==> src/rtl/ex_mem_skid_stage_pkg.sv <==
`default_nettype none
// ============================================================================
// Module   : ex_mem_skid_stage_pkg
// Brief    : Shared constants, state encodings and helpers for the EX->MEM stage
// Revision : 1.0 - initial release
// ============================================================================
package ex_mem_skid_stage_pkg;

    localparam logic c_RST_ENABLE    = 1'b1;
    localparam logic c_WRITE_DISABLE = 1'b0;
    localparam int   c_NOP_REG_ADDR  = 0;
    localparam int   c_ZERO_WORD     = 0;

    localparam int   c_DEF_ADDR_W    = 5;
    localparam int   c_DEF_DATA_W    = 32;
    localparam int   c_DEF_NUM_WB    = 1;
    localparam int   c_DEF_EXTRA_W   = 8;
    localparam int   c_DEF_SKID_EN   = 1;
    localparam int   c_DEF_CNT_W     = 16;

    // Occupancy of the stage: head only, or head plus skid entry.
    localparam logic [1:0] c_ST_EMPTY = 2'd0;
    localparam logic [1:0] c_ST_ONE   = 2'd1;
    localparam logic [1:0] c_ST_TWO   = 2'd2;

    function automatic int slot_width(input int addr_w, input int data_w,
                                      input int num_wb, input int extra_w);
        return num_wb * (addr_w + 1 + data_w) + extra_w;
    endfunction

endpackage
`default_nettype wire

==> src/rtl/ex_mem_skid_stage_pipe_slot.sv <==
`default_nettype none
// ============================================================================
// Module   : ex_mem_skid_stage_pipe_slot
// Brief    : One valid bit plus payload register; clear wins over load
// Revision : 1.0 - initial release
// ============================================================================
module ex_mem_skid_stage_pipe_slot
    import ex_mem_skid_stage_pkg::*;
#(
    parameter int WIDTH = 8
) (
    input  logic             clk,
    input  logic             rst,
    input  logic             i_load,
    input  logic             i_clear,
    input  logic [WIDTH-1:0] i_data,
    output logic             o_valid,
    output logic [WIDTH-1:0] o_data
);

    logic             valid_q;
    logic             valid_d;
    logic [WIDTH-1:0] data_q;
    logic [WIDTH-1:0] data_d;

    // Clearing also zeroes the payload so an empty slot never leaks stale data.
    always_comb begin
        valid_d = valid_q;
        data_d  = data_q;
        if (i_clear) begin
            valid_d = 1'b0;
            data_d  = '0;
        end else if (i_load) begin
            valid_d = 1'b1;
            data_d  = i_data;
        end
    end

    always_ff @(posedge clk) begin
        if (rst == c_RST_ENABLE) begin
            valid_q <= 1'b0;
            data_q  <= '0;
        end else begin
            valid_q <= valid_d;
            data_q  <= data_d;
        end
    end

    assign o_valid = valid_q;
    assign o_data  = data_q;

endmodule
`default_nettype wire

==> src/rtl/ex_mem_skid_stage.sv <==
`default_nettype none
// ============================================================================
// Module   : ex_mem_skid_stage
// Brief    : EX->MEM pipeline boundary with valid/ready, flush and optional skid
// Revision : 1.0 - initial release
// ============================================================================
module ex_mem_skid_stage
    import ex_mem_skid_stage_pkg::*;
#(
    parameter int ADDR_W  = c_DEF_ADDR_W,
    parameter int DATA_W  = c_DEF_DATA_W,
    parameter int NUM_WB  = c_DEF_NUM_WB,
    parameter int EXTRA_W = c_DEF_EXTRA_W,
    parameter int SKID_EN = c_DEF_SKID_EN,
    parameter int CNT_W   = c_DEF_CNT_W
) (
    input  logic                     clk,
    input  logic                     rst,
    input  logic                     flush,
    input  logic                     in_valid,
    output logic                     in_ready,
    input  logic [NUM_WB*ADDR_W-1:0] ex_wd,
    input  logic [NUM_WB-1:0]        ex_wreg,
    input  logic [NUM_WB*DATA_W-1:0] ex_wdata,
    input  logic [EXTRA_W-1:0]       ex_extra,
    output logic                     out_valid,
    input  logic                     out_ready,
    output logic [NUM_WB*ADDR_W-1:0] mem_wd,
    output logic [NUM_WB-1:0]        mem_wreg,
    output logic [NUM_WB*DATA_W-1:0] mem_wdata,
    output logic [EXTRA_W-1:0]       mem_extra,
    output logic [CNT_W-1:0]         stall_cnt
);

    localparam int c_PAY_W    = slot_width(ADDR_W, DATA_W, NUM_WB, EXTRA_W);
    localparam int c_WREG_LO  = NUM_WB * ADDR_W;
    localparam int c_WDATA_LO = c_WREG_LO + NUM_WB;
    localparam int c_EXTRA_LO = c_WDATA_LO + NUM_WB * DATA_W;

    logic [1:0]         state_q;
    logic [1:0]         state_d;
    logic [CNT_W-1:0]   stall_cnt_q;
    logic [CNT_W-1:0]   stall_cnt_d;

    logic               w_accept;
    logic               w_handoff;
    logic               w_head_load;
    logic               w_head_from_skid;
    logic               w_head_clear;
    logic               w_skid_load;
    logic               w_skid_clear;
    logic               w_head_valid;
    logic               w_skid_valid;
    logic [c_PAY_W-1:0] w_in_payload;
    logic [c_PAY_W-1:0] w_head_din;
    logic [c_PAY_W-1:0] w_head_data;
    logic [c_PAY_W-1:0] w_skid_data;

    assign w_in_payload = {ex_extra, ex_wdata, ex_wreg, ex_wd};
    assign w_accept     = in_valid & in_ready & ~flush;
    assign w_handoff    = w_head_valid & out_ready;
    assign w_head_din   = w_head_from_skid ? w_skid_data : w_in_payload;

    generate
        if (SKID_EN != 0) begin : g_skid
            // Ready comes only from registered occupancy, never from out_ready.
            assign in_ready = (rst != c_RST_ENABLE) && (state_q != c_ST_TWO);

            ex_mem_skid_stage_pipe_slot #(.WIDTH(c_PAY_W)) u_skid (
                .clk     (clk),
                .rst     (rst),
                .i_load  (w_skid_load),
                .i_clear (w_skid_clear),
                .i_data  (w_in_payload),
                .o_valid (w_skid_valid),
                .o_data  (w_skid_data)
            );
        end else begin : g_no_skid
            assign in_ready     = (rst != c_RST_ENABLE) && (!w_head_valid || out_ready);
            assign w_skid_valid = 1'b0;
            assign w_skid_data  = '0;
        end
    endgenerate

    ex_mem_skid_stage_pipe_slot #(.WIDTH(c_PAY_W)) u_head (
        .clk     (clk),
        .rst     (rst),
        .i_load  (w_head_load),
        .i_clear (w_head_clear),
        .i_data  (w_head_din),
        .o_valid (w_head_valid),
        .o_data  (w_head_data)
    );

    always_ff @(posedge clk) begin
        if (rst == c_RST_ENABLE) begin
            state_q     <= c_ST_EMPTY;
            stall_cnt_q <= '0;
        end else begin
            state_q     <= state_d;
            stall_cnt_q <= stall_cnt_d;
        end
    end

    always_comb begin
        state_d = state_q;
        if (flush) begin
            state_d = c_ST_EMPTY;
        end else begin
            case (state_q)
                c_ST_EMPTY: if (w_accept) state_d = c_ST_ONE;
                c_ST_ONE: begin
                    if (w_accept && !w_handoff && (SKID_EN != 0)) state_d = c_ST_TWO;
                    else if (w_handoff && !w_accept)              state_d = c_ST_EMPTY;
                end
                c_ST_TWO:   if (w_handoff) state_d = c_ST_ONE;
                default:    state_d = c_ST_EMPTY;
            endcase
        end
    end

    // Slot controls; flush kills both slots even when MEM consumes the head.
    always_comb begin
        w_head_load      = 1'b0;
        w_head_from_skid = 1'b0;
        w_head_clear     = 1'b0;
        w_skid_load      = 1'b0;
        w_skid_clear     = 1'b0;
        if (flush) begin
            w_head_clear = 1'b1;
            w_skid_clear = 1'b1;
        end else begin
            case (state_q)
                c_ST_EMPTY: w_head_load = w_accept;
                c_ST_ONE: begin
                    if (w_accept && w_handoff)  w_head_load  = 1'b1;
                    else if (w_accept)          w_skid_load  = 1'b1;
                    else if (w_handoff)         w_head_clear = 1'b1;
                end
                c_ST_TWO: begin
                    if (w_handoff) begin
                        w_head_load      = 1'b1;
                        w_head_from_skid = w_skid_valid;
                        w_skid_clear     = 1'b1;
                    end
                end
                default: begin
                    w_head_clear = 1'b1;
                    w_skid_clear = 1'b1;
                end
            endcase
        end
    end

    always_comb begin
        stall_cnt_d = stall_cnt_q;
        if (w_head_valid && !out_ready && (stall_cnt_q != {CNT_W{1'b1}})) begin
            stall_cnt_d = stall_cnt_q + 1'b1;
        end
    end

    assign out_valid = w_head_valid;
    assign stall_cnt = stall_cnt_q;
    assign mem_wd    = w_head_valid ? w_head_data[0 +: NUM_WB*ADDR_W] : '0;
    assign mem_wreg  = w_head_valid ? w_head_data[c_WREG_LO +: NUM_WB]
                                    : {NUM_WB{c_WRITE_DISABLE}};
    assign mem_wdata = w_head_valid ? w_head_data[c_WDATA_LO +: NUM_WB*DATA_W] : '0;
    assign mem_extra = w_head_valid ? w_head_data[c_EXTRA_LO +: EXTRA_W] : '0;

endmodule
`default_nettype wire

==> config.mk <==
export PLATFORM = sky130hd
export DESIGN_NAME = ex_mem_skid_stage
export DESIGN_NICKNAME = d
export VERILOG_FILES = /design/src/rtl/ex_mem_skid_stage_pkg.sv /design/src/rtl/ex_mem_skid_stage_pipe_slot.sv /design/src/rtl/ex_mem_skid_stage.sv
export SDC_FILE = /design/constraint.sdc
export NUM_CORES = 1
export LEC_CHECK = 0
export CORE_MARGIN = 1.5
export CORE_UTILIZATION = 30
export DETAILED_ROUTE_END_ITERATION = 16
export SLEW_MARGIN = 10
export SYNTH_ARGS = -nofsm -noshare
export SYNTH_HDL_FRONTEND = slang
export SYNTH_SLANG_ARGS = --single-unit
==> constraint.sdc <==
create_clock -name clk -period 5.73 [get_ports clk]
set_clock_uncertainty 0.15 [all_clocks]
set_input_delay 0.8595 -clock clk [delete_from_list [all_inputs] [get_ports clk]]
set_output_delay 0.8595 -clock clk [all_outputs]
set_load 0.02 [all_outputs]
==> impl_results.md, run 1 <==
- Dpl cell area: 6390 µm²
- Initial DRC count: around 230
- Clock power frac: 42.3%
- Max Root-Sink Buffers: 2
- RSZ-0062 raised after global routing: false
- Minimum clock period: 3.70 ns
- Combinational share of power: 6.2%
- Switching Share: between 20% and 30%
- Ranking of synthesized cells by area: dfxtp_1, mux2i_1, nand2_1
- Post-DRT Antenna Nets: 0
- Mapped Nets: a little over 600
- H-tree levels: 3
- DP Wirelength: 8750 µm
- Share of Yosys cell area claimed by the top area cell type: a little over two fifths
- Sequential-to-total area share from yosys stat: a little over two fifths
- Routed WL per cell: 15.3 µm
- # DRC: 0
- Startpoint Class: input port
- Die width: about 130 µm
- WS Path Type: in -> reg
- Fin crit share: between 60% and 70%
- Placer's final routability congestion estimate: ~0.81
- Largest net degree at the start of global routing: 54
- First-pass DRT Iterations: 4
- Relative slew slack: between 30 and 40%
- Yosys cell types: 54
- Io pins: 115
- Final nets: approximately 700
- Design Area, Final: ~6700 µm²
- Number of port buffers: 114
- Cell Pwr Density: 230 nW/µm²
- TritonCTS buffer count: 9
- Clock slew at reported path FFs: 0.07 ns
- Number of synthesized register bits: 112
- TritonCTS Sinks: roughly 110
- CTS tree: done
- Diodes inserted: 0
- TNS Setup: 0 ns
- Clk Latency, worst-skew pair: ~0.35 ns
- GRT overflow: 0
- Maximum vdd drop: 0.000122 V
- Vias: roughly 4200
- Initial antenna violation count: 0
- Least-Margin Pin Slew: 0.961 ns
- Synthesis warning total: 0
- First-pass GRT wire length: about 22000 µm
- CP Capture Type: flip-flop
- Clk root buf: clkbuf_16
- PostCTS Resize Cnt: 0
- CP max FO: 30
- Main synth FF type: dfxtp_1
- Sw Pwr: 0.348 mW
- Fraction of layout cells with a size suffix above 1: around 8%
- Core box area: about 17000 µm²
- R2r setup slk: between 2 and 3 ns
- LEAKAGE: 2.19 nW
- Final hold vios: 0
- Vias per inst: about 4.9
- Commonest cells in the netlist: dfxtp_1, nand2_1, a21oi_1, and2_1, mux2i_1
- GRT Util Overall: ~15%
- Post-Syn Area: between 5000 and 6000 µm²
- Slew Viols, Final: 0
- Row cnt: between 40 and 50
- Final WL: 13300 µm
- Top-count cell post-synth: dfxtp_1
- Synthesized netlist cell count: 549
- Crit path DAT: 3.83 ns
- Die area: approximately 18000 µm²
- Area growth from synthesis to layout: 31.1%
- Setup violators final: 0
- WP data required: 5.86 ns
- Max-Cap Viols: 0
- CTS Hold Bufs: 0
- Post-synth EDFFs: 0
- Syn avg cell area: around 9.3 µm²
- Fillers: ~1600
- Vias in the first global route: ~4200
- Die span in y: ~130 µm
- Post CTS Setup Buffer Count: 0
- Seq pwr share: between 50% and 60%
- HP Class: reg -> reg
- Post-synth top area cell: dfxtp_1
- Asr flop ratio synth: 0%
- Starting Density: between 30% and 40%
- Status: completed
- Achievable Freq: between 200 and 300 MHz
- P_int: around 1.2 mW
-- cell families after synthesis --
kind of cell / synth area share [%]
muxes: 10.7
adders and majority gates: 1.22
AOI/OAI and AO/OA: 16.9
and+or+nand+nor: 22.7
buffers and inverters: 4.60
DFF: 43.8
-- routing by layer --
| layer | global-route usage, % | vias to the layer above | wire length [µm] |
|---|---|---|---|
| met5 | 0 | - | 0 |
| met4 | 3.38 | 0 | 119 |
| met3 | 4.64 | 9 | 709 |
| met2 | 25.3 | 110 | 6300 |
| met1 | 19.3 | 2008 | 6130 |
| li1 | - | 2110 | - |
-- stage by stage --
stage	power, mW	hold WS [ns]	instances	util (%)	setup slack, ns
finish	1.54	0.307	867	40.3	2.03
global route	1.61	0.325	867	40.3	1.84
CTS	1.57	0.308	867	40.3	2.02
detailed placement	0.908	0.289	851	38.4	1.65
global placement	0.906	0.287	851	38.4	1.75
floorplan	0.851	0.274	549	-	3.00
-- power by group through the flow --
| stage | registers (mW) | clock network [mW] | logic, mW |
|---|---|---|---|
| floorplan | 0.807 | 0 | 0.0436 |
| global placement | 0.811 | 0 | 0.0952 |
| detailed placement | 0.811 | 0 | 0.0971 |
| CTS | 0.793 | 0.678 | 0.0976 |
| global route | 0.794 | 0.707 | 0.105 |
| finish | 0.793 | 0.652 | 0.0961 |
-- critical path, cell delays in order --
cell	delay (ns)
clkdlybuf4s50_1	0.39
buf_4	0.23
nor3b_1	0.35
nor2b_1	0.34
inv_1	0.08
ha_1	0.19
o21ai_0	0.12
and2_1	0.22
and2_2	0.60
buf_4	0.33
o2bb2ai_2	0.12
-- state kept, by name (all words and copies together), names as in the netlist --
signal                 cells
state_q                    2
u_head.o_valid             1
stall_cnt                 16
g_skid.u_skid.o_data      46
u_head.o_data             46
g_skid.u_skid.o_valid      1
-- cell usage in the layout (no fill, tap or decap), types with 5 or more instances in the layout --
master / synthesis / layout
and2_1: 48 / 47
nand2_1: 97 / 97
nor2b_1: 8 / 8
clkdlybuf4s50_1: 0 / 114
mux2i_1: 47 / 47
buf_4: 3 / 8
clkbuf_16: 0 / 9
nand3_1: 5 / 5
dfxtp_1: 112 / 111
o2bb2ai_2: 10 / 10
mux2_1: 5 / 5
a21oi_1: 54 / 54
o2bb2ai_1: 36 / 36
nor2_1: 21 / 21
ha_1: 5 / 5
-- path summary, 6_finish.rpt --
path	start	endpoint	depth (start not counted)
hold / removal	g_skid.u_skid.o_data[23]$_SDFFE_PP0P_	g_skid.u_skid.o_data[23]$_SDFFE_PP0P_	2
setup / recovery	rst	u_head.o_data[2]$_SDFFE_PP0P_	11
setup reg to reg	u_head.o_valid$_SDFFE_PP0P_	g_skid.u_skid.o_data[13]$_SDFFE_PP0P_	7
hold reg to reg	g_skid.u_skid.o_data[23]$_SDFFE_PP0P_	g_skid.u_skid.o_data[23]$_SDFFE_PP0P_	2
-- cell type report --
type                            count  area [µm²]  area share (%)
Tap cell                          220         275            4.10
Sequential cell                   112        2240            33.5
Inverter                            4        15.0           0.224
Clock buffer                       10         239            3.56
Timing Repair Buffer              122        1200            17.9
Clock inverter                      6        72.6            1.08
Multi-Input combinational cell    393        2660            39.7
Power figures use the tool's default switching activity.
==> run 2: changes to the inputs <==
==> constraint.sdc (replaced) <==
create_clock -name clk -period 3 [get_ports clk]
set_clock_uncertainty 0.15 [all_clocks]
set_input_delay 0.45 -clock clk [delete_from_list [all_inputs] [get_ports clk]]
set_output_delay 0.45 -clock clk [all_outputs]
set_load 0.02 [all_outputs]
==> run 2 against run 1 <==
  * Critical path depth fell by 8
  * Cell count is 0.81% higher
  * Die area did not move
  * Combinational power is 100% higher
  * Clock power grew 83%
  * Largest power group unchanged
  * First-iteration DRC count shrank 16%
  * Core utilization is 0.74 points higher
  * Power grew 88%
  * Global-route usage increased by 0.11 points
  * Sequential share of layout area is 0.60 points lower
  * Count of clock-buffer cells in the layout rose by 3
  * Wire length increased by 1.3%
==> impl_results.md, run 2 (synthesized netlist as in run 1, its figures left out) <==
- Vias per inst: 4.84 (-0.89%)
- Combinational share of power: 6.8% (+0.6 points)
- Setup violators final: 0 (unchanged)
- CTS tree: done
- Maximum vdd drop: 0.000256 V (+110%)
- Final nets: 705 (+1.0%)
- Post-DRT Antenna Nets: 0 (unchanged)
- First-pass GRT wire length: 21900 µm (+1.5%)
- Number of port buffers: 114 (unchanged)
- WS Path Type: reg -> out
- Initial antenna violation count: 0 (unchanged)
- HP Class: reg -> reg
- DP Wirelength: 8830 µm (+0.87%)
- Hold Path End: g_skid.u_skid.o_data[9]$_SDFFE_PP0P_
- Starting Density: 30.7% (unchanged)
- Die area: 17800 µm² (unchanged)
- CP max FO: 35 (+17%)
- CP Capture Type: primary output
- Status: completed
- Fraction of layout cells with a size suffix above 1: 8.87% (+0.83 points)
- Worst r2r dst: u_head.o_data[10]$_SDFFE_PP0P_
- Achievable Freq: roughly 400 MHz
- First-pass DRT Iterations: 4 (unchanged)
- Placer's final routability congestion estimate: 0.767 (-5.0%)
- # DRC: 0 (unchanged)
- Design Power: 2.90 mW (+88%)
- Dpl cell area: 6540 µm² (+2.2%)
- Vias in the first global route: 4343 (+2.8%)
- CP max stage delay: 0.61 ns (about the same)
- Sw Pwr: 0.656 mW (+89%)
- Max Root-Sink Buffers: 2 (unchanged)
- Worst path buffer plus inverter count: 2 (-2)
- Worst r2r path cells: 9 (+2)
- Largest net degree at the start of global routing: 48 (-11%)
- Row cnt: 47 (unchanged)
- TritonCTS buffer count: 9 (unchanged)
- Clock slew at reported path FFs: 0.07 ns (about the same)
- WP data required: 2.40 ns (-3.46 ns)
- Area growth from synthesis to layout: 33.5%
- Commonest non-fill, non-tap cell in the layout: clkdlybuf4s50_1
- GRT overflow: 0 (unchanged)
- Design Area, Final: 6830 µm² (+1.8%)
- Die width: 134 µm (unchanged)
- Max-Cap Viols: 0 (unchanged)
- Critical-path top delay cell: clkdlybuf4s50_1
- Commonest cells after routing, fill and taps aside: clkdlybuf4s50_1, dfxtp_1, nand2_1, a21oi_1
- Crit path DAT: 1.92 ns (-1.91 ns)
- Non-Filler Instances: 874 (+0.81%)
- Multi-input logic area: 2660 µm² (unchanged)
- Core box area: 16600 µm² (unchanged)
- Switching Share: 22.7% (+0.066 points)
- FF+latch area: 2240 µm² (unchanged)
- Grt met3 use: 3.23% (-1.4 points)
- LEAKAGE: 2.23 nW (+1.9%)
- H-tree levels: 3 (unchanged)
- P_int: 2.24 mW (+88%)
- Diodes inserted: 0 (unchanged)
- Io pins: 115 (unchanged)
- TNS Setup: 0 ns (unchanged)
- Hold Path Origin: g_skid.u_skid.o_data[9]$_SDFFE_PP0P_
- Final worst slack: 0.479 ns (-1.55 ns)
- R2r startpoint: state_q[1]$_SDFFE_PP0P_
- Fin crit share: approximately 84%
- Met2 Resource Use GR: 25.9% (+0.55 points)
- Initial DRC count: 193 (-16%)
- Minimum clock period: between 2 and 3 ns
- Least-Margin Pin Slew: 0.670 ns (-0.291 ns)
- Routed WL per cell: 15.4 µm (+0.50%)
- Die span in y: 134 µm (unchanged)
- R2r setup slk: 0.57 ns (-2.17 ns)
- Cells on Worst Hold Path: 2 (unchanged)
- Vias: 4233 (-0.094%)
- Final WL: 13400 µm (+1.3%)
- RSZ-0062 raised after global routing: false
- Cells along the critical path: buf_12 -> and2_1 -> clkdlybuf4s50_1
- TritonCTS Sinks: 112 (unchanged)
- Fin util: 41.0% (+0.74 points)
- Post CTS Setup Buffer Count: 0 (unchanged)
- Setup Slack @ Placement: 0.176 ns (-1.47 ns)
- Final hold vios: 0 (unchanged)
- Cell Pwr Density: 424 nW/µm² (+85%)
- Placed insts: 858 (+0.82%)
- Min Hold Slack: 0.306 ns (-0.000796 ns)
- Critical path's top delay family: buffers and inverters
- PostCTS Resize Cnt: 0 (unchanged)
- Clock power frac: 41.0% (-1.3 points)
- Slew Viols, Final: 0 (unchanged)
- Startpoint Class: flip-flop
- Gr busiest metal: met2
- Clk Latency, worst-skew pair: 0.35 ns (about the same)
- Clk root buf: clkbuf_16
- Fillers: 1609 (+1.3%)
- CTS Hold Bufs: 0 (unchanged)
- GR Layer Usage met1: 19.4% (+0.047 points)
- Relative slew slack: 54.7% (+19 points)
- Seq pwr share: 52.2% (+0.8 points)
- GRT Util Overall: 15.3% (+0.11 points)
run 2: power by group through the flow:
stage / Sequential [mW] / Combinational [mW] / Clock [mW]
after CTS: 1.51 / 0.199 / 1.22
after detailed placement: 1.55 / 0.198 / 0
after floorplan: 1.54 / 0.0832 / 0
final: 1.51 / 0.197 / 1.19
after global routing: 1.51 / 0.212 / 1.28
after global placement: 1.55 / 0.196 / 0
run 2: worst max-delay path by stage:
| stage | startpoint | endpoint | slack (ns) | cells past startpoint |
|---|---|---|---|---|
| floorplan | rst | u_head.o_data[0]$_SDFFE_PP0P_ | 0.68 | 10 |
| global placement | in_valid | u_head.o_data[17]$_SDFFE_PP0P_ | 0.24 | 10 |
| detailed placement | in_valid | u_head.o_data[10]$_SDFFE_PP0P_ | 0.18 | 10 |
| CTS | u_head.o_valid$_SDFFE_PP0P_ | mem_wdata[0] | 0.45 | 3 |
| global route | u_head.o_valid$_SDFFE_PP0P_ | mem_wdata[0] | 0.37 | 3 |
| finish | u_head.o_valid$_SDFFE_PP0P_ | mem_wdata[3] | 0.48 | 3 |
run 2: final cells by class:
| cell class | count | share of cell area, % |
|---|---|---|
| Clock buffer | 13 | 3.96 |
| Timing Repair Buffer | 129 | 19.6 |
| Inverter | 4 | 0.220 |
| Multi-Input combinational cell | 393 | 39.0 |
| Clock inverter | 3 | 0.348 |
| Tap cell | 220 | 4.03 |
| Sequential cell | 112 | 32.9 |
run 2: tightest hold or removal path: cells and delay by family, from the launching register on:
family / cells / cell delay, ns
DFF: 1 / 0.31
and+or+nand+nor: 1 / 0.05
AOI/OAI and AO/OA: 1 / 0.05
run 2: per-layer routing:
metal,vias to the layer above,part of all wire [%]
met3,13,5.0
li1,2119,-
met1,1997,47
met4,0,1.5
met5,-,0
met2,104,46
